--- config.mk ---
export PLATFORM = sky130hd
export DESIGN_NAME = ps2_key_translator
export DESIGN_NICKNAME = d
export VERILOG_FILES = /design/src/rtl/ps2_kbd_pkg.sv /design/src/rtl/keymap_rom.sv /design/src/rtl/ps2_key_translator.sv
export SDC_FILE = /design/constraint.sdc
export NUM_CORES = 1
export LEC_CHECK = 0
export CAP_MARGIN = 20
export CELL_PAD_IN_SITES_DETAIL_PLACEMENT = 0
export CELL_PAD_IN_SITES_GLOBAL_PLACEMENT = 1
export CORE_UTILIZATION = 47
export CTS_CLUSTER_DIAMETER = 80
export DETAILED_ROUTE_END_ITERATION = 6
export GPL_TIMING_DRIVEN = 0
export HOLD_SLACK_MARGIN = 0.08
export PLACE_DENSITY = 0.89
export SYNTH_ARGS = -nofsm -noshare
export SYNTH_HDL_FRONTEND = slang
export SYNTH_SLANG_ARGS = --single-unit
--- constraint.sdc ---
create_clock -name i_clk -period 6.5 [get_ports i_clk]
set_input_delay 1.625 -clock i_clk [delete_from_list [all_inputs] [get_ports i_clk]]
set_output_delay 1.625 -clock i_clk [all_outputs]
set_load 0.01 [all_outputs]
--- src/rtl/ps2_kbd_pkg.sv ---
// Shared scancode constants, prefix-FSM states and helpers for the PS/2 key translator.
package ps2_kbd_pkg;

    // Prefix bytes
    localparam logic [7:0] SC_BRK    = 8'hF0;
    localparam logic [7:0] SC_EXT    = 8'hE0;
    localparam logic [7:0] SC_PAUSE  = 8'hE1;

    // Keys with special meaning to the translator
    localparam logic [7:0] SC_LSHIFT = 8'h12;
    localparam logic [7:0] SC_RSHIFT = 8'h59;
    localparam logic [7:0] SC_CAPS   = 8'h58;
    localparam logic [7:0] SC_LAYOUT = 8'h0E;
    localparam logic [7:0] SC_ENTER  = 8'h5A;

    // The Pause key sends E1 followed by seven more bytes that carry no information
    localparam int PAUSE_SKIP = 7;
    localparam int SKIP_W     = $clog2(PAUSE_SKIP + 1);

    // Code emitted for the keypad Enter (E0 5A)
    localparam logic [15:0] CHAR_ENTER = 16'h000D;

    typedef enum logic [2:0] {
        S_IDLE,
        S_BRK,
        S_EXT,
        S_EXT_BRK,
        S_PAUSE
    } state_t;

    // Keys that change translator state instead of producing a character
    function automatic logic is_modifier(input logic [7:0] sc);
        return (sc == SC_LSHIFT) || (sc == SC_RSHIFT) ||
               (sc == SC_CAPS)   || (sc == SC_LAYOUT);
    endfunction

endpackage

--- src/rtl/keymap_rom.sv ---
// Keymap lookup table: registered address, combinational case table.
// Address = {layout, upper, scancode}; a zero word means the key is unmapped.
module keymap_rom #(
    parameter int DATA_W = 16,
    parameter int LSEL_W = 1
) (
    input  logic                i_clk,
    input  logic                i_addr_we,
    input  logic [LSEL_W+8:0]   i_addr,
    output logic [DATA_W-1:0]   o_data
);

    logic [LSEL_W+8:0] r_addr;
    logic [LSEL_W-1:0] w_layout;
    logic              w_upper;
    logic [7:0]        w_sc;
    logic [15:0]       w_word;

    // English: letters follow Shift/Caps, everything else is case-less
    function automatic logic [15:0] eng_word(input logic [7:0] sc, input logic upper);
        logic [7:0] ch;
        ch = 8'h00;
        case (sc)
            8'h1C: ch = "a";  8'h32: ch = "b";  8'h21: ch = "c";  8'h23: ch = "d";
            8'h24: ch = "e";  8'h2B: ch = "f";  8'h34: ch = "g";  8'h33: ch = "h";
            8'h43: ch = "i";  8'h3B: ch = "j";  8'h42: ch = "k";  8'h4B: ch = "l";
            8'h3A: ch = "m";  8'h31: ch = "n";  8'h44: ch = "o";  8'h4D: ch = "p";
            8'h15: ch = "q";  8'h2D: ch = "r";  8'h1B: ch = "s";  8'h2C: ch = "t";
            8'h3C: ch = "u";  8'h2A: ch = "v";  8'h1D: ch = "w";  8'h22: ch = "x";
            8'h35: ch = "y";  8'h1A: ch = "z";
            8'h45: ch = "0";  8'h16: ch = "1";  8'h1E: ch = "2";  8'h26: ch = "3";
            8'h25: ch = "4";  8'h2E: ch = "5";  8'h36: ch = "6";  8'h3D: ch = "7";
            8'h3E: ch = "8";  8'h46: ch = "9";
            8'h29: ch = 8'h20;
            8'h5A: ch = 8'h0D;
            8'h66: ch = 8'h08;
            default: ch = 8'h00;
        endcase
        if (upper && (ch >= "a") && (ch <= "z"))
            ch = ch - 8'h20;
        return {8'h00, ch};
    endfunction

    // Thai Kedmanee: full 16-bit code points, separate shifted plane
    function automatic logic [15:0] thai_word(input logic [7:0] sc, input logic upper);
        logic [15:0] w;
        case ({upper, sc})
            9'h016: w = 16'h0E45;  9'h01E: w = 16'h002F;  9'h026: w = 16'h002D;
            9'h025: w = 16'h0E20;  9'h02E: w = 16'h0E16;  9'h015: w = 16'h0E46;
            9'h01D: w = 16'h0E44;  9'h024: w = 16'h0E33;  9'h02D: w = 16'h0E1E;
            9'h02C: w = 16'h0E30;  9'h01C: w = 16'h0E1F;  9'h01B: w = 16'h0E2B;
            9'h023: w = 16'h0E01;  9'h02B: w = 16'h0E14;  9'h034: w = 16'h0E40;
            9'h042: w = 16'h0E32;  9'h04B: w = 16'h0E2A;  9'h01A: w = 16'h0E1C;
            9'h022: w = 16'h0E1B;  9'h021: w = 16'h0E41;  9'h02A: w = 16'h0E2D;
            9'h03A: w = 16'h0E17;  9'h029: w = 16'h0020;
            9'h116: w = 16'h002B;  9'h11C: w = 16'h0E24;  9'h11B: w = 16'h0E06;
            9'h123: w = 16'h0E0F;  9'h12B: w = 16'h0E42;  9'h134: w = 16'h0E0C;
            9'h142: w = 16'h0E29;  9'h129: w = 16'h0020;
            default: w = 16'h0000;
        endcase
        return w;
    endfunction

    // Capture the lookup address when the translator starts a lookup
    // NOTE: no reset here -- the output is only consumed the cycle after a write.
    always_ff @(posedge i_clk) begin
        if (i_addr_we)
            r_addr <= i_addr;
    end

    assign w_layout = r_addr[LSEL_W+8:9];
    assign w_upper  = r_addr[8];
    assign w_sc     = r_addr[7:0];

    // Select the table for the active layout; unknown layouts read as unmapped
    // NOTE: w_word gets a default first so no path leaves it unassigned (no latch).
    always_comb begin
        w_word = 16'h0000;
        if (w_layout == LSEL_W'(0))
            w_word = eng_word(w_sc, w_upper);
        else if (w_layout == LSEL_W'(1))
            w_word = thai_word(w_sc, w_upper);
    end

    assign o_data = DATA_W'(w_word);

endmodule

--- src/rtl/ps2_key_translator.sv ---
// PS/2 scancode to character translator: prefix FSM, modifier tracking and keymap lookup.
module ps2_key_translator
    import ps2_kbd_pkg::*;
#(
    parameter int DATA_W  = 16,
    parameter int LAYOUTS = 2,
    parameter int LSEL_W  = (LAYOUTS > 1) ? $clog2(LAYOUTS) : 1
) (
    input  logic              i_clk,
    input  logic              i_reset,
    input  logic              i_scan_valid,
    input  logic [7:0]        i_scan_data,
    output logic              o_scan_ready,
    output logic              o_char_valid,
    output logic [DATA_W-1:0] o_char_data,
    input  logic              i_char_ready,
    output logic [LSEL_W-1:0] o_layout,
    output logic              o_shift_held,
    output logic              o_caps_lock
);

    state_t            r_state, w_state_next;
    logic [SKIP_W-1:0] r_skip_cnt, w_skip_next;

    logic              r_lshift, r_rshift, r_caps_held, r_caps_lock;
    logic              r_layout_held;
    logic [LSEL_W-1:0] r_layout;

    logic              r_lookup_pending, r_enter_pending;
    logic              r_char_valid;
    logic [DATA_W-1:0] r_char_data;

    logic              w_accept, w_make, w_break, w_enter, w_lookup;
    logic [LSEL_W+8:0] w_rom_addr;
    logic [DATA_W-1:0] w_rom_data;

    assign o_scan_ready = ~i_reset & ~r_lookup_pending & ~r_char_valid;
    assign w_accept     = i_scan_valid & o_scan_ready;

    // Prefix state register and Pause skip counter
    // NOTE: sequential state uses <= so every flop samples pre-edge values.
    always_ff @(posedge i_clk) begin
        if (i_reset) begin
            r_state    <= S_IDLE;
            r_skip_cnt <= '0;
        end else begin
            r_state    <= w_state_next;
            r_skip_cnt <= w_skip_next;
        end
    end

    // Classify the accepted byte and choose the next prefix state
    always_comb begin
        w_state_next = r_state;
        w_skip_next  = r_skip_cnt;
        w_make       = 1'b0;
        w_break      = 1'b0;
        w_enter      = 1'b0;
        if (w_accept) begin
            case (r_state)
                S_IDLE: begin
                    if (i_scan_data == SC_BRK)
                        w_state_next = S_BRK;
                    else if (i_scan_data == SC_EXT)
                        w_state_next = S_EXT;
                    else if (i_scan_data == SC_PAUSE) begin
                        w_state_next = S_PAUSE;
                        w_skip_next  = SKIP_W'(PAUSE_SKIP);
                    end else
                        w_make = 1'b1;
                end
                S_EXT: begin
                    if (i_scan_data == SC_BRK)
                        w_state_next = S_EXT_BRK;
                    else begin
                        w_enter      = (i_scan_data == SC_ENTER);
                        w_state_next = S_IDLE;
                    end
                end
                S_BRK, S_EXT_BRK: begin
                    w_break      = 1'b1;
                    w_state_next = S_IDLE;
                end
                S_PAUSE: begin
                    w_skip_next = r_skip_cnt - SKIP_W'(1);
                    if (r_skip_cnt == SKIP_W'(1))
                        w_state_next = S_IDLE;
                end
                default: w_state_next = S_IDLE;
            endcase
        end
    end

    assign w_lookup   = w_make & ~is_modifier(i_scan_data);
    assign w_rom_addr = {r_layout, (r_lshift | r_rshift) ^ r_caps_lock, i_scan_data};

    // Modifier tracking: Shift sides, Caps toggle-once-per-press, layout cycling
    always_ff @(posedge i_clk) begin
        if (i_reset) begin
            r_lshift      <= 1'b0;
            r_rshift      <= 1'b0;
            r_caps_held   <= 1'b0;
            r_caps_lock   <= 1'b0;
            r_layout_held <= 1'b0;
            r_layout      <= '0;
        end else if (w_make) begin
            case (i_scan_data)
                SC_LSHIFT: r_lshift <= 1'b1;
                SC_RSHIFT: r_rshift <= 1'b1;
                SC_CAPS: begin
                    if (!r_caps_held)
                        r_caps_lock <= ~r_caps_lock;
                    r_caps_held <= 1'b1;
                end
                SC_LAYOUT: begin
                    if (!r_layout_held)
                        r_layout <= (r_layout == LSEL_W'(LAYOUTS - 1)) ? '0 : r_layout + LSEL_W'(1);
                    r_layout_held <= 1'b1;
                end
                default: ;
            endcase
        end else if (w_break) begin
            case (i_scan_data)
                SC_LSHIFT: r_lshift      <= 1'b0;
                SC_RSHIFT: r_rshift      <= 1'b0;
                SC_CAPS:   r_caps_held   <= 1'b0;
                SC_LAYOUT: r_layout_held <= 1'b0;
                default: ;
            endcase
        end
    end

    keymap_rom #(
        .DATA_W (DATA_W),
        .LSEL_W (LSEL_W)
    ) u_keymap_rom (
        .i_clk     (i_clk),
        .i_addr_we (w_lookup),
        .i_addr    (w_rom_addr),
        .o_data    (w_rom_data)
    );

    // Lookup pipeline and output character holding register
    always_ff @(posedge i_clk) begin
        if (i_reset) begin
            r_lookup_pending <= 1'b0;
            r_enter_pending  <= 1'b0;
            r_char_valid     <= 1'b0;
            r_char_data      <= '0;
        end else begin
            if (r_char_valid && i_char_ready)
                r_char_valid <= 1'b0;
            if (w_lookup || w_enter) begin
                r_lookup_pending <= 1'b1;
                r_enter_pending  <= w_enter;
            end else if (r_lookup_pending) begin
                r_lookup_pending <= 1'b0;
                if (r_enter_pending) begin
                    r_char_data  <= DATA_W'(CHAR_ENTER);
                    r_char_valid <= 1'b1;
                end else if (w_rom_data != '0) begin
                    r_char_data  <= w_rom_data;
                    r_char_valid <= 1'b1;
                end
            end
        end
    end

    assign o_char_valid = r_char_valid;
    assign o_char_data  = r_char_data;
    assign o_layout     = r_layout;
    assign o_shift_held = r_lshift | r_rshift;
    assign o_caps_lock  = r_caps_lock;

endmodule

==> results by group <==
Status
  • Outcome: complete, no violations

Timing
  • Worst-Margin Slew: 663.0 ps
  • Max_slew headroom: 55.18%
  • Slew Viols, Final: 0
  • Max Freq: 183.5 MHz
  • Final clock skew: 6.742 ps
  • Final Critical Period: 5450 ps
  • Final hold vios: 0
  • RSZ-0062 raised after global routing: no
  • Final hold slack: 465.2 ps
  • Final setup violation count: 0
  • Setup TNS: 0 ps
  • Tcrit/Tclk final: 83.84%

Placed design
  • PortBufs: 27
  • Gpl congestion: 0.9350
  • Post-detail-place hpwl: 8.892 mm
  • Post-place instance area: 4194 µm²

Setup path
  • Worst-path fanout max: 10
  • Worst-path cell chain: clkdlybuf4s50_1 -> or4b_4 -> a311oi_4 -> nand3_4 -> buf_6 -> mux2i_1 -> ha_1 -> clkbuf_1 -> a32oi_1 -> a211o_1 -> o311ai_0
  • Critical Path Sink Type: flop
  • Worst endpoint required time: 6650 ps
  • CP Class: in2reg
  • Slowest cell delay on critical path: 610 ps
  • Crit path DAT: 5600 ps
  • Worst path slowest cell: or4b_4
  • R2R setup slack: 2520 ps
  • CP Launch Type: primary input

Floorplan
  • I/O pins: 33
  • Die X: 91.70 µm
  • Die height: 91.70 µm
  • Core ar.: 7767 µm²
  • Initial core utilization: 48.68%
  • Die area: 8408 µm²
  • Std cell rows: 32

Synth
  • Synth top area cells: dfxtp_1, edfxtp_1, mux2i_1
  • Area share of the largest cell type after synthesis: 16.41%
  • Post-synth top area cell: dfxtp_1
  • Top_reg_cell synth: dfxtp_1
  • Post-Synthesis Cell Area: 3781 µm²
  • Synth warn: 0
  • Sequential element share of the synthesized area: 24.35%
  • Mapped Cells: 488
  • FF+latch count, synth: 41
  • EDFF count, synth: 10
  • Asr flop ratio synth: 0%
  • Synth cell count leaders: nand2_1, nor2_1, a21oi_1
  • Synthesized area per cell: 7.748 µm²
  • Distinct cells, synth: 76

Layout
  • Fin nets: 550
  • Number of diodes: 0
  • Post-route cell area: 4323 µm²
  • Share of cells above drive strength 1: 10.44%
  • P&R area growth vs syn: 14.33%

CTS
  • Resized cells post-CTS: 0
  • Clk Latency, worst-skew pair: 300 ps
  • Clock Path Buffers: 2
  • CTS tree: yes
  • Hold-fix buffers, CTS: 0
  • Post-CTS setup buffer count: 0
  • # clock sinks: 41
  • Worst-path clk slew: 80 ps
  • Cts bufs inserted: 5
  • Root buffer cell: clkbuf_8
  • H-tree depth: 2

Global route
  • GRT Residual Overflow: 0
  • Antenna violations before repair: 0
  • Total global-route track usage: 28.92%
  • Global-route wire length before repair: 19.24 mm
  • Vias in the first global route: 3680
  • Largest net degree at the start of global routing: 20

Route
  • Vias: 4086
  • Drt drc: 0
  • Drt total wl: 11.86 mm
  • Initial drt markers: 306
  • Post-route antenna net violation count: 0
  • DR vias/cell: 6.496
  • Pre-Repair DR Iteration Count: 5
  • Wire per inst: 18.85 µm

Pwr
  • Largest vdd supply drop: 142.5 µV
  • Leakage power: 1.613 nW
  • Power per cell area: 162.5 nW/µm²

Flow run
  • Max cap viols: 0

Min path
  • Hold/Removal Path Class: reg2reg
cells in the final DEF, fill, tap and decap left out, drive strengths merged, types with 4 or more instances in the layout:
cell / Yosys / final
nor2: 47 / 47
nand2: 47 / 47
a21oi: 33 / 33
dfxtp: 31 / 31
clkdlybuf4s50: 0 / 27
clkbuf: 19 / 25
buf: 23 / 23
o21ai: 21 / 21
mux2i: 20 / 20
nor3: 19 / 19
nand3: 16 / 16
inv: 13 / 13
nand2b: 12 / 12
ha: 12 / 12
o211ai: 10 / 10
edfxtp: 10 / 10
nand3b: 9 / 9
a211oi: 8 / 8
nor3b: 7 / 7
and3: 7 / 7
nor4: 7 / 7
mux2: 7 / 7
nor2b: 6 / 6
o31ai: 6 / 6
a32o: 6 / 6
or3: 5 / 5
a31oi: 5 / 5
nand4: 5 / 5
xnor2: 5 / 5
conb: 1 / 5
or4b: 5 / 5
o2111ai: 4 / 4
o221ai: 4 / 4
a31o: 4 / 4
nor4b: 4 / 4
clkinv: 3 / 4
layout make-up:
class / count / area (µm²)
Fill cell: 737 / 3445
Multi-Input combinational cell: 393 / 2595
Sequential cell: 41 / 920.9
Timing Repair Buffer: 27 / 270.3
Buffer: 42 / 215.2
Tap cell: 102 / 127.6
Clock buffer: 6 / 93.84
Inverter: 16 / 65.06
Clock inverter: 2 / 35.03
routing by layer:
metal / global-route usage (%) / part of all wire (%) / up-vias
li1: - / - / 1892
met1: 38.49 / 42 / 1911
met2: 46.37 / 46 / 238
met3: 4.892 / 8.2 / 45
met4: 11.98 / 4.2 / 0
met5: 0 / 0 / -
power by group:
part / internal (mW) / switching, mW / leakage [nW]
Combinational: 0.0723 / 0.119 / 1.20
Sequential: 0.272 / 0.00980 / 0.345
Clock: 0.137 / 0.0918 / 0.0663
Total: 0.481 / 0.221 / 1.61
worst max-delay path: cells and delay by family:
family,cells,cell delay [ps]
buffers and inverters,3,1110
adder cells (fa/ha/maj),1,320
AO/OA/AOI/OAI,4,1230
multiplexers,1,410
AND/OR/NAND/NOR,2,890
logic make-up after synthesis:
family          after synthesis  synth area share (%)
fa+ha+maj                    12                 3.971
flops                        41                 24.35
simple gates                210                 29.88
other cells                   1               0.09918
xor+xnor                      6                 1.390
compound gates              133                 24.98
buf+inv                      58                 7.412
mux                          27                 7.908
worst paths after layout:
check	from	to	cells past startpoint
setup / recovery	i_reset	flop	11
hold reg to reg	o_char_data[7]	o_char_data[7]	2
hold / removal	o_char_data[7]	o_char_data[7]	2
setup reg to reg	r_lookup_pending	flop	10
metrics by stage:
| step | utilization (%) | worst slack, ps | total power, mW | instances |
|---|---|---|---|---|
| floorplan | - | 2049 | 0.4166 | 492 |
| global placement | 53.99 | 838.4 | 0.4733 | 621 |
| detailed placement | 53.99 | 820.9 | 0.4731 | 621 |
| CTS | 55.65 | 1114 | 0.7001 | 629 |
| global route | 55.65 | 861.6 | 0.7308 | 629 |
| finish | 55.65 | 1050 | 0.7025 | 629 |
Note: power is estimated with default switching activity, not from simulation.
==> patch, RTL diff (same settings) <==
Encoding of `state_t`: now Gray code (3 bits for 5 states).
--- a/src/rtl/ps2_kbd_pkg.sv
+++ b/src/rtl/ps2_kbd_pkg.sv
@@ -22,9 +22,9 @@
 
     typedef enum logic [2:0] {
-        S_IDLE,
-        S_BRK,
-        S_EXT,
-        S_EXT_BRK,
-        S_PAUSE
+        S_IDLE    = 3'b000,
+        S_BRK     = 3'b001,
+        S_EXT     = 3'b011,
+        S_EXT_BRK = 3'b010,
+        S_PAUSE   = 3'b110
     } state_t;
 
Check against the original RTL: same outputs for any inputs over 4 cycles, from zero or initial values and one cycle with i_reset high; so few cycles prove little.
==> patch against the original RTL <==
Sequential share of layout area rose by 0.76 points; power fell by 3.9%; wire length fell by 5.4%; sequential cell count did not move; core utilization rose by 0.98 points; design area fell by 3.4%; global-route usage fell by 1.9 points; synthesized area fell by 3.3%; worst setup slack improved by 0.12 ns; largest cell class unchanged.
==> patch: results (changes against the original RTL) <==
stage	metric	value	unit	change
timing	fin_crit_sh	0.8194		-0.01902
final_layout	drive_gt1_frac	0.1434		+0.03907
logic_synthesis	ys_types	84		+11%
min_path	min_to	o_char_data[4]$_SDFFE_PP0P_		
grt	grt_pass1_vias	3449		-6.3%
final_layout	nFillCells	717		-2.7%
logic_synthesis	synth_common_cells	nand2_1 (43), a21oi_1 (34), dfxtp_1 (31), nor2_1 (27), nand3_1 (25)		
placed_design	place.gp.congestion	0.9655		+3.3%
grt	grt_start_max_net_pins	14		-30%
route	viasPerCell	6.354		-2.2%
worst_setup_path	rrSetupSlack	2.80	ns	+0.28 ns
timing	worst_pin_slew	1.106	ns	+0.4434 ns
worst_setup_path	critPathArrivalTime	5.51	ns	-0.09 ns
grt	grt_use_total	0.2705		-0.01870
timing	worst_hold_slack	0.4813	ns	+0.01609 ns
route	post_drt_wl_per_cell	18.88	um	+0.15%
min_path	hold_start	o_char_data[4]$_SDFFE_PP0P_		
grt	grt_pass1_wl	17590	um	-8.6%
grt	use_met3	0.04822		-0.0006987
grt	grt_use_met1	0.3516		-0.03337
status	run_status	complete, no violations		
logic_synthesis	yosys-top-cells-area	dfxtp_1 (17%), edfxtp_1 (8.2%), a21oi_1 (4.7%)		
logic_synthesis	avgSynthCellArea	8.020	um2	+3.5%
min_path	hold-path-cell-count	1		-1
placed_design	place_ws	0.9268	ns	+0.1059 ns
route	num_vias	3774		-7.6%
worst_setup_path	crit_family	buffers and inverters		
power_and_ir_drop	irDropWorstVdd	0.07842	mV	-45%
final_layout	layout.nets	518		-5.8%
[patch: worst max-delay path by stage]
stage                               from  endpoint  depth (start not counted)
final                     i_scan_data[0]      flop                         14
after global routing      i_scan_data[0]      flop                         15
after CTS                 i_scan_data[0]      flop                         15
after detailed placement  i_scan_data[0]      flop                         15
after global placement    i_scan_data[0]      flop                         15
after floorplan                  i_reset      flop                         14
[patch: report_power, final]
part | switching, W | leakage [nW] | internal [W]
Clock | 0.0000928 | 0.0552 | 0.000114
Sequential | 0.00000964 | 0.347 | 0.000273
Combinational | 0.000114 | 1.11 | 0.0000715
[patch: layout make-up]
| cell class | count | area [um2] | area share |
|---|---|---|---|
| plain buffers | 39 | 244.0 | 0.05845 |
| clock buffers | 6 | 72.57 | 0.01739 |
| clock inverters | 2 | 35.03 | 0.008393 |
| inverters | 17 | 63.81 | 0.01529 |
| multi-input cells | 363 | 2444 | 0.5854 |
| flip-flops and latches | 41 | 920.9 | 0.2206 |
| well taps | 99 | 123.9 | 0.02968 |
| repair buffers | 27 | 270.3 | 0.06475 |
[patch: cell families (layout without fill, tap and decap cells)]
| logic type | Yosys count | after routing | synth area share |
|---|---|---|---|
| AND/OR/NAND/NOR | 199 | 199 | 0.3165 |
| AO/OA/AOI/OAI | 126 | 126 | 0.2443 |
| buffers and inverters | 56 | 91 | 0.08416 |
| flip-flops | 41 | 41 | 0.2518 |
| adder cells (fa/ha/maj) | 12 | 12 | 0.04105 |
| multiplexers | 12 | 12 | 0.03968 |
| XOR/XNOR | 9 | 9 | 0.02155 |
| other | 1 | 5 | 0.001025 |
[patch: per-layer routing]
| metal | vias to the layer above | part of all wire |
|---|---|---|
| met5 | - | 0 |
| met4 | 0 | 0.036 |
| met3 | 41 | 0.074 |
| met2 | 184 | 0.46 |
| met1 | 1777 | 0.43 |
| li1 | 1772 | - |
